==> config.mk <==
export PLATFORM = sky130hd
export DESIGN_NAME = periph_gpio_apb
export DESIGN_NICKNAME = d
export VERILOG_FILES = /design/src/rtl/periph_gpio_pkg.sv /design/src/rtl/periph_gpio_edge.sv /design/src/rtl/periph_gpio_apb.sv
export SDC_FILE = /design/constraint.sdc
export NUM_CORES = 1
export LEC_CHECK = 0
export ABC_AREA = 1
export CAP_MARGIN = 20
export CORE_ASPECT_RATIO = 1.5
export CORE_MARGIN = 2
export CORE_UTILIZATION = 55
export DETAILED_ROUTE_END_ITERATION = 10
export PLACE_DENSITY_LB_ADDON = 0.08
export SYNTH_ARGS = -nofsm -noshare
export SYNTH_HDL_FRONTEND = slang
export SYNTH_SLANG_ARGS = --single-unit
==> constraint.sdc <==
create_clock -name pclk -period 4.48 [get_ports pclk]
set_clock_uncertainty 0.15 [all_clocks]
set_input_delay 1.344 -clock pclk [delete_from_list [all_inputs] [get_ports pclk]]
set_output_delay 1.344 -clock pclk [all_outputs]
set_load 0.1 [all_outputs]
==> src/rtl/periph_gpio_pkg.sv <==
// Shared register map and helpers for the APB GPIO controller.
// Offsets are byte addresses; reg_idx_e is the paddr[4:2] word index.
package periph_gpio_pkg;

  localparam int GPIO_MAX = 32;

  localparam logic [7:0] OFF_DOUT     = 8'h00;
  localparam logic [7:0] OFF_OE       = 8'h04;
  localparam logic [7:0] OFF_DIN      = 8'h08;
  localparam logic [7:0] OFF_IRQ_EN   = 8'h0C;
  localparam logic [7:0] OFF_RISE_EN  = 8'h10;
  localparam logic [7:0] OFF_FALL_EN  = 8'h14;
  localparam logic [7:0] OFF_IRQ_STAT = 8'h18;
  localparam logic [7:0] OFF_UNMAPPED = 8'h1C;

  typedef enum logic [2:0] {
    REG_DOUT     = 3'd0,
    REG_OE       = 3'd1,
    REG_DIN      = 3'd2,
    REG_IRQ_EN   = 3'd3,
    REG_RISE_EN  = 3'd4,
    REG_FALL_EN  = 3'd5,
    REG_IRQ_STAT = 3'd6,
    REG_UNMAPPED = 3'd7
  } reg_idx_e;

  // Expand the four byte strobes into a 32-bit bit mask.
  function automatic logic [31:0] strb_mask(input logic [3:0] strb);
    logic [31:0] m;
    for (int b = 0; b < 4; b++) begin
      m[b*8 +: 8] = {8{strb[b]}};
    end
    return m;
  endfunction

endpackage

==> src/rtl/periph_gpio_edge.sv <==
// Two-flop input synchroniser plus per-bit rise/fall detection.
// Synchronised value is exported as DIN; edges are gated by their enables.
module periph_gpio_edge #(
  parameter int GPIO = 32
) (
  input  logic            pclk,
  input  logic            preset_n,
  input  logic [GPIO-1:0] gpio_i,
  input  logic [GPIO-1:0] rise_en,
  input  logic [GPIO-1:0] fall_en,
  output logic [GPIO-1:0] din,
  output logic [GPIO-1:0] rise,
  output logic [GPIO-1:0] fall
);

  logic [GPIO-1:0] sync_p0;
  logic [GPIO-1:0] sync_p1;
  logic [GPIO-1:0] prev_p2;

  always_ff @(posedge pclk or negedge preset_n) begin
    if (!preset_n) begin
      sync_p0 <= '0;
      sync_p1 <= '0;
      prev_p2 <= '0;
    end else begin
      // p0: metastability capture, p1: stable sample, p2: previous stable sample
      sync_p0 <= gpio_i;
      sync_p1 <= sync_p0;
      prev_p2 <= sync_p1;
    end
  end

  assign din  = sync_p1;
  assign rise =  sync_p1 & ~prev_p2 & rise_en;
  assign fall = ~sync_p1 &  prev_p2 & fall_en;

endmodule

==> src/rtl/periph_gpio_apb.sv <==
// Zero-wait APB4 GPIO controller: register file, byte-strobed writes,
// W1C edge status and a registered level interrupt.
module periph_gpio_apb
  import periph_gpio_pkg::*;
#(
  parameter int GPIO = 32,
  parameter int ADDR = 16,
  parameter int DATA = 32
) (
  input  logic              pclk,
  input  logic              preset_n,
  input  logic              psel,
  input  logic              penable,
  input  logic [2:0]        pprot,
  input  logic [ADDR-1:0]   paddr,
  input  logic              pwrite,
  input  logic [DATA-1:0]   pwdata,
  input  logic [DATA/8-1:0] pstrb,
  output logic [DATA-1:0]   prdata,
  output logic              pready,
  output logic              pslverr,
  input  logic [GPIO-1:0]   gpio_i,
  output logic [GPIO-1:0]   gpio_o,
  output logic [GPIO-1:0]   gpio_e,
  output logic              irq
);

  logic [GPIO-1:0] dout_q, oe_q, irq_en_q, rise_en_q, fall_en_q, stat_q;
  logic            irq_q;
  logic [GPIO-1:0] din, rise, fall;
  logic [GPIO-1:0] wmask, wdata, w1c;
  logic [DATA-1:0] bmask, rdata;
  logic            access, wr_en, rd_en;
  reg_idx_e        idx;

  function automatic logic [GPIO-1:0] merge(input logic [GPIO-1:0] cur,
                                            input logic [GPIO-1:0] nxt,
                                            input logic [GPIO-1:0] msk);
    return (cur & ~msk) | (nxt & msk);
  endfunction

  assign access = psel & penable;
  assign wr_en  = access & pwrite;
  assign rd_en  = access & ~pwrite;
  assign idx    = reg_idx_e'(paddr[4:2]);
  assign bmask  = strb_mask(pstrb);
  assign wmask  = bmask[GPIO-1:0];
  assign wdata  = pwdata[GPIO-1:0];
  assign w1c    = (wr_en && idx == REG_IRQ_STAT) ? (wdata & wmask) : '0;

  logic unused_ok;
  assign unused_ok = ^{pprot, paddr, pwdata, bmask};

  periph_gpio_edge #(.GPIO(GPIO)) u_edge (
    .pclk     (pclk),
    .preset_n (preset_n),
    .gpio_i   (gpio_i),
    .rise_en  (rise_en_q),
    .fall_en  (fall_en_q),
    .din      (din),
    .rise     (rise),
    .fall     (fall)
  );

  always_ff @(posedge pclk or negedge preset_n) begin
    if (!preset_n) begin
      dout_q    <= '0;
      oe_q      <= '0;
      irq_en_q  <= '0;
      rise_en_q <= '0;
      fall_en_q <= '0;
      stat_q    <= '0;
      irq_q     <= 1'b0;
    end else begin
      if (wr_en) begin
        case (idx)
          REG_DOUT:    dout_q    <= merge(dout_q, wdata, wmask);
          REG_OE:      oe_q      <= merge(oe_q, wdata, wmask);
          REG_IRQ_EN:  irq_en_q  <= merge(irq_en_q, wdata, wmask);
          REG_RISE_EN: rise_en_q <= merge(rise_en_q, wdata, wmask);
          REG_FALL_EN: fall_en_q <= merge(fall_en_q, wdata, wmask);
          default: ;
        endcase
      end
      // A fresh edge overrides a clear landing in the same cycle
      stat_q <= (stat_q & ~w1c) | rise | fall;
      irq_q  <= |(stat_q & irq_en_q);
    end
  end

  always_comb begin
    rdata = '0;
    if (rd_en) begin
      case (idx)
        REG_DOUT:     rdata = DATA'(dout_q);
        REG_OE:       rdata = DATA'(oe_q);
        REG_DIN:      rdata = DATA'(din);
        REG_IRQ_EN:   rdata = DATA'(irq_en_q);
        REG_RISE_EN:  rdata = DATA'(rise_en_q);
        REG_FALL_EN:  rdata = DATA'(fall_en_q);
        REG_IRQ_STAT: rdata = DATA'(stat_q);
        default:      rdata = '0;
      endcase
    end
  end

  assign prdata  = rdata;
  assign pslverr = access & (idx == REG_UNMAPPED);
  assign pready  = 1'b1;
  assign gpio_o  = dout_q;
  assign gpio_e  = oe_q;
  assign irq     = irq_q;

endmodule

* Word level (Yosys, flattened, before mapping)
Index checks and enable logic that the tools add are counted.
Operators by class: $add $sub $neg 0, multipliers 0, divide/modulo/power cells 0, magnitude comparators 0, equal/unequal tests 7, shift-type cells 0, muxes and demuxes 3, bitwise logic cells 28, reductions and logical operators 8
Operators by type and width (count):
- 32-bit bitwise AND | 12
- 32-bit bitwise OR | 7
- 32-bit one-hot mux with 7 select lines | 1
- 32-bit NOT | 4
- 32-bit two-way mux | 2
- 32-bit OR reduction | 1
- 3-bit == test, second input constant | 4
- 2-bit AND reduction | 5
- 3-bit by 2-bit == test with 1-bit output, second input constant | 2
- 1-bit bitwise AND | 4
- 3-bit by 1-bit == test with 1-bit output, second input constant | 1
- 3-bit zero test | 1
- 1-bit logical AND | 1
- 1-bit NOT | 1
Word-level totals: flip-flop bits (word level) 289, latch bits 0, memory bits (writable) 0, ROM bits 0, input bits 92, output and inout bits 99, word-level logic and storage cells 56, memories kept 0

* Logic depth before layout (Yosys ltp)
Gate-level depths: netlist of run 1.
depth in word-level cells 8, gate-level depth with buffers 9, gate-level depth less buffers 6

* Cells and area by module
From an unflattened synthesis of run 1, not the netlist that was laid out.
Unflattened totals: cell total of the unflattened synthesis 1542, area, all modules 13031.2 µm²
By module, submodules not included:
- periph_gpio_apb | instances 1, cells each 1318, area an instance 10148.5 µm², seq. area each 4829.6 µm²
- periph_gpio_edge | instances 1, cells each 224, area an instance 2882.8 µm², seq. area each 2402.3 µm²

* Worst setup path after synthesis of run 1
No wires, ideal clock.
kind input to output, from in paddr[2], to out pslverr, arrival time 4.748 ns, path slack -1.762 ns, stages on the path 5, path buffers 3, cells stage by stage buf_6 inv_1 buf_2 buf_2 nor4_1
On the way: longest elaborated chain between the ends 2
Ends and longest elaborated chain:
- start: declaration | RTL line periph_gpio_apb.sv:15 | input logic [ADDR-1:0] paddr,
- 3-bit == test | RTL line periph_gpio_apb.sv:108 | assign pslverr = access & (idx == REG_UNMAPPED);
- 1-bit bitwise AND | RTL line periph_gpio_apb.sv:108
- end: declaration | RTL line periph_gpio_apb.sv:21 | output logic pslverr,
Every way passes these cells.

* Worst setup path in the final report of run 1
from in penable, to out prdata[12]
On the way: longest elaborated chain between the ends 3
Ends and longest elaborated chain:
- start: declaration | RTL line periph_gpio_apb.sv:13 | input logic penable,
- 1-bit bitwise AND | RTL line periph_gpio_apb.sv:42 | assign access = psel & penable;
- 1-bit bitwise AND | RTL line periph_gpio_apb.sv:44 | assign rd_en = access & ~pwrite;
- 32-bit two-way mux | RTL line periph_gpio_apb.sv:93 | if (rd_en) begin
- end: declaration | RTL line periph_gpio_apb.sv:19 | output logic [DATA-1:0] prdata,
Every way passes these cells.

==> flow_metrics.py, run 1 <==
metrics = {
    "worst_setup_path": {
        "cp-start-kind": "input port",
        "critPathMaxFanout": 16,
        "r2r_end": "irq",
        "r2r_start": "stat_q[3]",
        "r2r_slack_ns": 3.12,
        "worst-endpoint-required_ns": 2.99,
        "r2r_cells": 6,
        "crit_type": "input port to primary output",
        "crit_arrival_ns": 2.93,
        "end_kind": "primary output",
    },
    "cells_and_area": {
        "final_cell_mix": "nand2_1, dfrtp_1, nand3_1",
        "nets": 1754,
        "n_antenna_cell": 0,
        "fin_area_um2": 16660,
        "drive_gt1_share_pct": 14.39,
        "area_delta_synth_final_pct": 25.43,
        "final_common_cell": "nand2_1",
    },
    "clock_network": {
        "cts_tree": "built",
        "cts-root-buf": "clkbuf_16",
        "clock_path_buffers": 3,
        "path_clk_slew_ns": 0.06,
        "insertion_delay_ns": 0.55,
        "h-tree-depth": 1,
        "cts_buffers": 29,
        "post_cts_buffers": 0,
        "cts_num_sinks": 289,
    },
    "logic_synthesis": {
        "synth_area_um2": 13290,
        "ys_ff_latch": 289,
        "ys_seq_area_share_pct": 54.43,
        "syn_nets": 1598,
        "syn_area_per_cell_um2": 8.822,
        "yosys_warnings": 0,
        "synth_cells": 1506,
        "synth.distinct_cells": 27,
    },
    "timing": {
        "worst_slew_pin_slew_ns": 1.061,
        "layout_min_cycle_time_ns": 4.422,
        "timing.fmax_mhz": 226.2,
        "final_max_slew_viol_count": 0,
        "final-hold-violation-count": 0,
        "holdWs_ns": 0.1902,
        "rsz0062_at_grt": "false",
        "setup_violations": 0,
        "slew_headroom_pct": 29.06,
        "fin_crit_sh_pct": 98.70,
    },
    "global_route": {
        "grt_start_max_net_pins": 94,
        "grt_pass1_wl_um": 59200,
        "grt_use_total_pct": 29.41,
        "antenna_found_initial": 0,
        "overflow": 0,
        "grt_pass1_vias": 11520,
    },
    "place": {
        "gp_congestion": 0.8518,
        "place_area_um2": 15730,
        "dp_hpwl_um": 23140,
        "port_buffers": 173,
    },
    "route": {
        "drt_iter0_drc": 876,
        "vias": 11470,
        "via_per_inst": 5.733,
        "ant_nets": 0,
        "first_pass_iters": 5,
        "drc_errors": 0,
        "totalWireLength_um": 36680,
        "post_drt_wl_per_cell_um": 18.33,
    },
    "floorplanning": {
        "die_w_um": 130.9,
        "die_h_um": 194.4,
        "initial_utilization_pct": 55.96,
        "core_um2": 23740,
        "ioPinCount": 191,
        "std_cell_rows": 69,
        "dieArea_um2": 25440,
    },
    "worst_hold_path": {
        "min_from": "u_edge.sync_p0[26]",
        "whs_path_depth": 0,
        "min_to": "u_edge.din[26]",
        "worstHoldPathType": "flop to flop",
    },
    "status": {
        "status": "completed",
    },
    "power": {
        "irDropWorstVdd_v": 0.0003651,
        "power_leakage_nw": 7.685,
        "pwr_density_cell_nw_per_um2": 420.8,
    },
    "run": {
        "max_cap_violations": 0,
    },
}
## what timing repair did
| action | CTS | global route |
|---|---|---|
| hold buffers | 0 | 0 |
| setup endpoints to repair | 0 | 1 |
| resized for setup | 0 | 1 |
| endpoints found under the hold margin | 0 | 0 |
## per-stage QoR
step / setup WS (ns) / std cells / total power, mW / utilization, % / TNS [ns]
floorplan: -0.5737 / 1506 / 4.158 / - / -12.00
global placement: 0.09027 / 1950 / 4.636 / 66.23 / 0
detailed placement: 0.04181 / 1950 / 4.663 / 66.23 / 0
CTS: 0.03596 / 2001 / 7.043 / 70.18 / 0
global route: 0.02172 / 2001 / 7.274 / 70.19 / 0
finish: 0.05824 / 2001 / 7.012 / 70.19 / 0
## critical path, cell delays in order
cell             delay, ns
clkdlybuf4s50_1       0.50
nand2_1               0.07
or2_2                 0.33
buf_12                0.19
a21oi_1               0.26
buf_12                0.22
## cell families after synthesis
kind of cell    synth area share (%)
buf+inv                        7.477
compound gates                 9.078
simple gates                   28.99
flops                          54.43
other cells                  0.02822
## worst max path at each step
stage | from | to | slack, ns | depth (start not counted)
2_1_floorplan | paddr[2] | prdata[24] | -0.57 | 8
3_3_place_gp | psel | prdata[14] | 0.09 | 7
3_5_place_dp | penable | prdata[14] | 0.04 | 7
4_1_cts | penable | prdata[14] | 0.04 | 7
5_1_grt | penable | prdata[20] | 0.02 | 7
6_report | penable | prdata[12] | 0.06 | 6
## synthesized netlist by cell type, drive strengths merged
master    n  area (um^2)
inv      98        367.9
o21ai   160         1041
nand4   129        807.0
nand3b    1        7.510
nand3   166        860.8
clkbuf   15        56.30
nor4      1        6.260
nand2   390         1561
a21oi    33        165.2
conb      1        3.750
buf      78        564.3
clkinv    1        5.000
nor2    143        601.8
dfrtp   289         7232
or2       1        6.260
## area by class of cell
type	count	area [um^2]
inverter	99	374.1
tap	319	399.1
timing repair buffer	218	2582
multi-input combinational	1025	5141
clock buffer	40	847.1
clock inverter	11	88.84
fill	1855	7077
sequential	289	7232
## report_power, final
group,leakage [nW],internal [mW],total (mW),switching (mW)
registers,3.56,2.87,3.08,0.211
logic,3.66,0.439,1.54,1.10
clock network,0.465,1.37,2.39,1.01
## routing by layer
| metal | GRT usage [%] | wire length, um |
|---|---|---|
| met5 | 0 | 0 |
| met4 | 13.12 | 1358 |
| met3 | 4.294 | 2457 |
| met2 | 49.23 | 18390 |
| met1 | 37.64 | 14470 |
No activity file was read; power rests on OpenSTA's default activity.
==> inputs of run 2 (changes only) <==
--- a/constraint.sdc
+++ b/constraint.sdc
@@ -3,3 +3,3 @@
 set_input_delay 1.344 -clock pclk [delete_from_list [all_inputs] [get_ports pclk]]
 set_output_delay 1.344 -clock pclk [all_outputs]
-set_load 0.1 [all_outputs]
+set_load 0.05 [all_outputs]
==> flow_metrics.py, run 2 (synthesis results as in run 1) <==
metrics = {
    "route": {
        "via_per_inst": 5.697,
        "totalWireLength_um": 36180,
        "drc_errors": 0,
        "first_pass_iters": 6,
        "post_drt_wl_per_cell_um": 18.11,
        "vias": 11380,
        "drt_iter0_drc": 938,
        "ant_nets": 0,
    },
    "clock_network": {
        "ctsHoldBuffers": 0,
        "cts-root-buf": "clkbuf_16",
        "clock_path_buffers": 3,
        "cts_tree": "built",
        "h-tree-depth": 1,
        "cts_buffers": 29,
        "insertion_delay_ns": 0.55,
        "cts_num_sinks": 289,
        "post_cts_buffers": 0,
        "path_clk_slew_ns": 0.06,
    },
    "cells_and_area": {
        "final_common_cell": "nand2_1",
        "n_antenna_cell": 0,
        "area_delta_synth_final_pct": 22.30,
        "nets": 1749,
        "drive_gt1_share_pct": 13.46,
        "final_cell_mix": "nand2_1, dfrtp_1, nand3_1",
    },
    "worst_setup_path": {
        "cp_common_cell": "buf_4",
        "critPathMaxFanout": 9,
        "crit_end": "prdata[28]",
        "crit_type": "input port to primary output",
        "cp-start-kind": "input port",
        "path_depth": 6,
        "crit_arrival_ns": 2.85,
        "startpoint": "psel",
        "cp_cell_sequence": "clkdlybuf4s50_1, nand2_1, or2_4, buf_4, a21oi_1, buf_4",
        "cpPeakStageDelay_ns": 0.47,
        "cp_slowest_cell": "clkdlybuf4s50_1",
        "worst-endpoint-required_ns": 2.99,
        "r2r_start": "stat_q[27]",
        "r2r_slack_ns": 3.09,
        "path_delay_family": "buffers and inverters",
        "r2r_cells": 6,
        "end_kind": "primary output",
        "worst-path-buf-inv": 3,
        "r2r_end": "irq",
    },
    "timing": {
        "setup_violations": 0,
        "timing.fmax_mhz": 230.3,
        "fin_setup_tns_ns": 0,
        "final.setup.worst_slack_ns": 0.1372,
        "fin_crit_sh_pct": 96.94,
        "layout_min_cycle_time_ns": 4.343,
        "slew_headroom_pct": 46.45,
        "final_max_slew_viol_count": 0,
        "rsz0062_at_grt": "false",
        "final-hold-violation-count": 0,
        "worst_slew_pin_slew_ns": 0.8032,
    },
    "worst_hold_path": {
        "worstHoldPathType": "flop to flop",
    },
    "place": {
        "gp_congestion": 0.8223,
        "dp_hpwl_um": 23020,
        "port_buffers": 173,
        "place_ws_ns": 0.006382,
    },
    "floorplanning": {
        "core_um2": 23740,
        "dieArea_um2": 25440,
        "die_h_um": 194.4,
        "die_w_um": 130.9,
        "std_cell_rows": 69,
        "initial_utilization_pct": 55.96,
        "ioPinCount": 191,
    },
    "global_route": {
        "grt_start_max_net_pins": 102,
        "grt_pass1_wl_um": 58780,
        "grt_pass1_vias": 11300,
        "overflow": 0,
        "antenna_found_initial": 0,
        "grt_use_total_pct": 29.16,
    },
    "run": {
        "max_cap_violations": 0,
    },
    "power": {
        "irDropWorstVdd_v": 0.0002931,
        "power_leakage_nw": 7.603,
        "pwr_density_cell_nw_per_um2": 418.6,
    },
    "status": {
        "status": "completed",
    },
}
-- run 2: routing by layer --
metal / share of wire, % / wire, um / global-route usage (%)
met1: 40 / 14490 / 37.80
met2: 51 / 18360 / 50.06
met3: 6.0 / 2183 / 3.276
met4: 3.2 / 1140 / 10.84
met5: 0 / 0 / 0
-- run 2: timing repair --
item / CTS / global route
gates resized for setup: 0 / 1
endpoints found under the hold margin: 0 / 0
setup endpoints to repair: 0 / 16
-- run 2: how the worst min path moves through the flow --
stage,startpoint,slack (ns),end,cells after the start
after floorplan,u_edge.sync_p0[0],0.18,u_edge.din[0],0
after detailed placement,u_edge.sync_p0[24],0.19,u_edge.din[24],0
after CTS,u_edge.sync_p0[25],0.20,u_edge.din[25],0
final,u_edge.sync_p0[18],0.20,u_edge.din[18],0
after global routing,u_edge.sync_p0[2],0.20,u_edge.din[2],0
after global placement,u_edge.sync_p0[23],0.18,u_edge.din[23],0
-- run 2: per-stage QoR --
stage          area [um^2]  hold slack (ns)  power (mW)  cells  util, %
4_1_cts              16250           0.1998       6.836   1998    68.43
3_3_place_gp         15250           0.1817       4.299   1945    64.22
2_1_floorplan        13290           0.1812       3.834   1506        -
6_report             16250           0.1973       6.802   1998    68.44
3_5_place_dp         15250           0.1855       4.323   1945    64.22
5_1_grt              16250           0.2027       7.089   1998    68.44
-- run 2: where the power goes --
| part | internal, mW | switching [mW] |
|---|---|---|
| logic | 0.428 | 0.773 |
| registers | 2.87 | 0.210 |
| clock network | 1.50 | 1.01 |
| total | 4.80 | 2.00 |
-- run 2: layout make-up --
type | count | area (um^2)
multi-input combinational | 1025 | 5075
sequential | 289 | 7232
timing repair buffer | 213 | 2170
inverter | 99 | 374.1
clock buffer | 42 | 864.6
fill | 1938 | 7492
tap | 319 | 399.1
clock inverter | 11 | 135.1
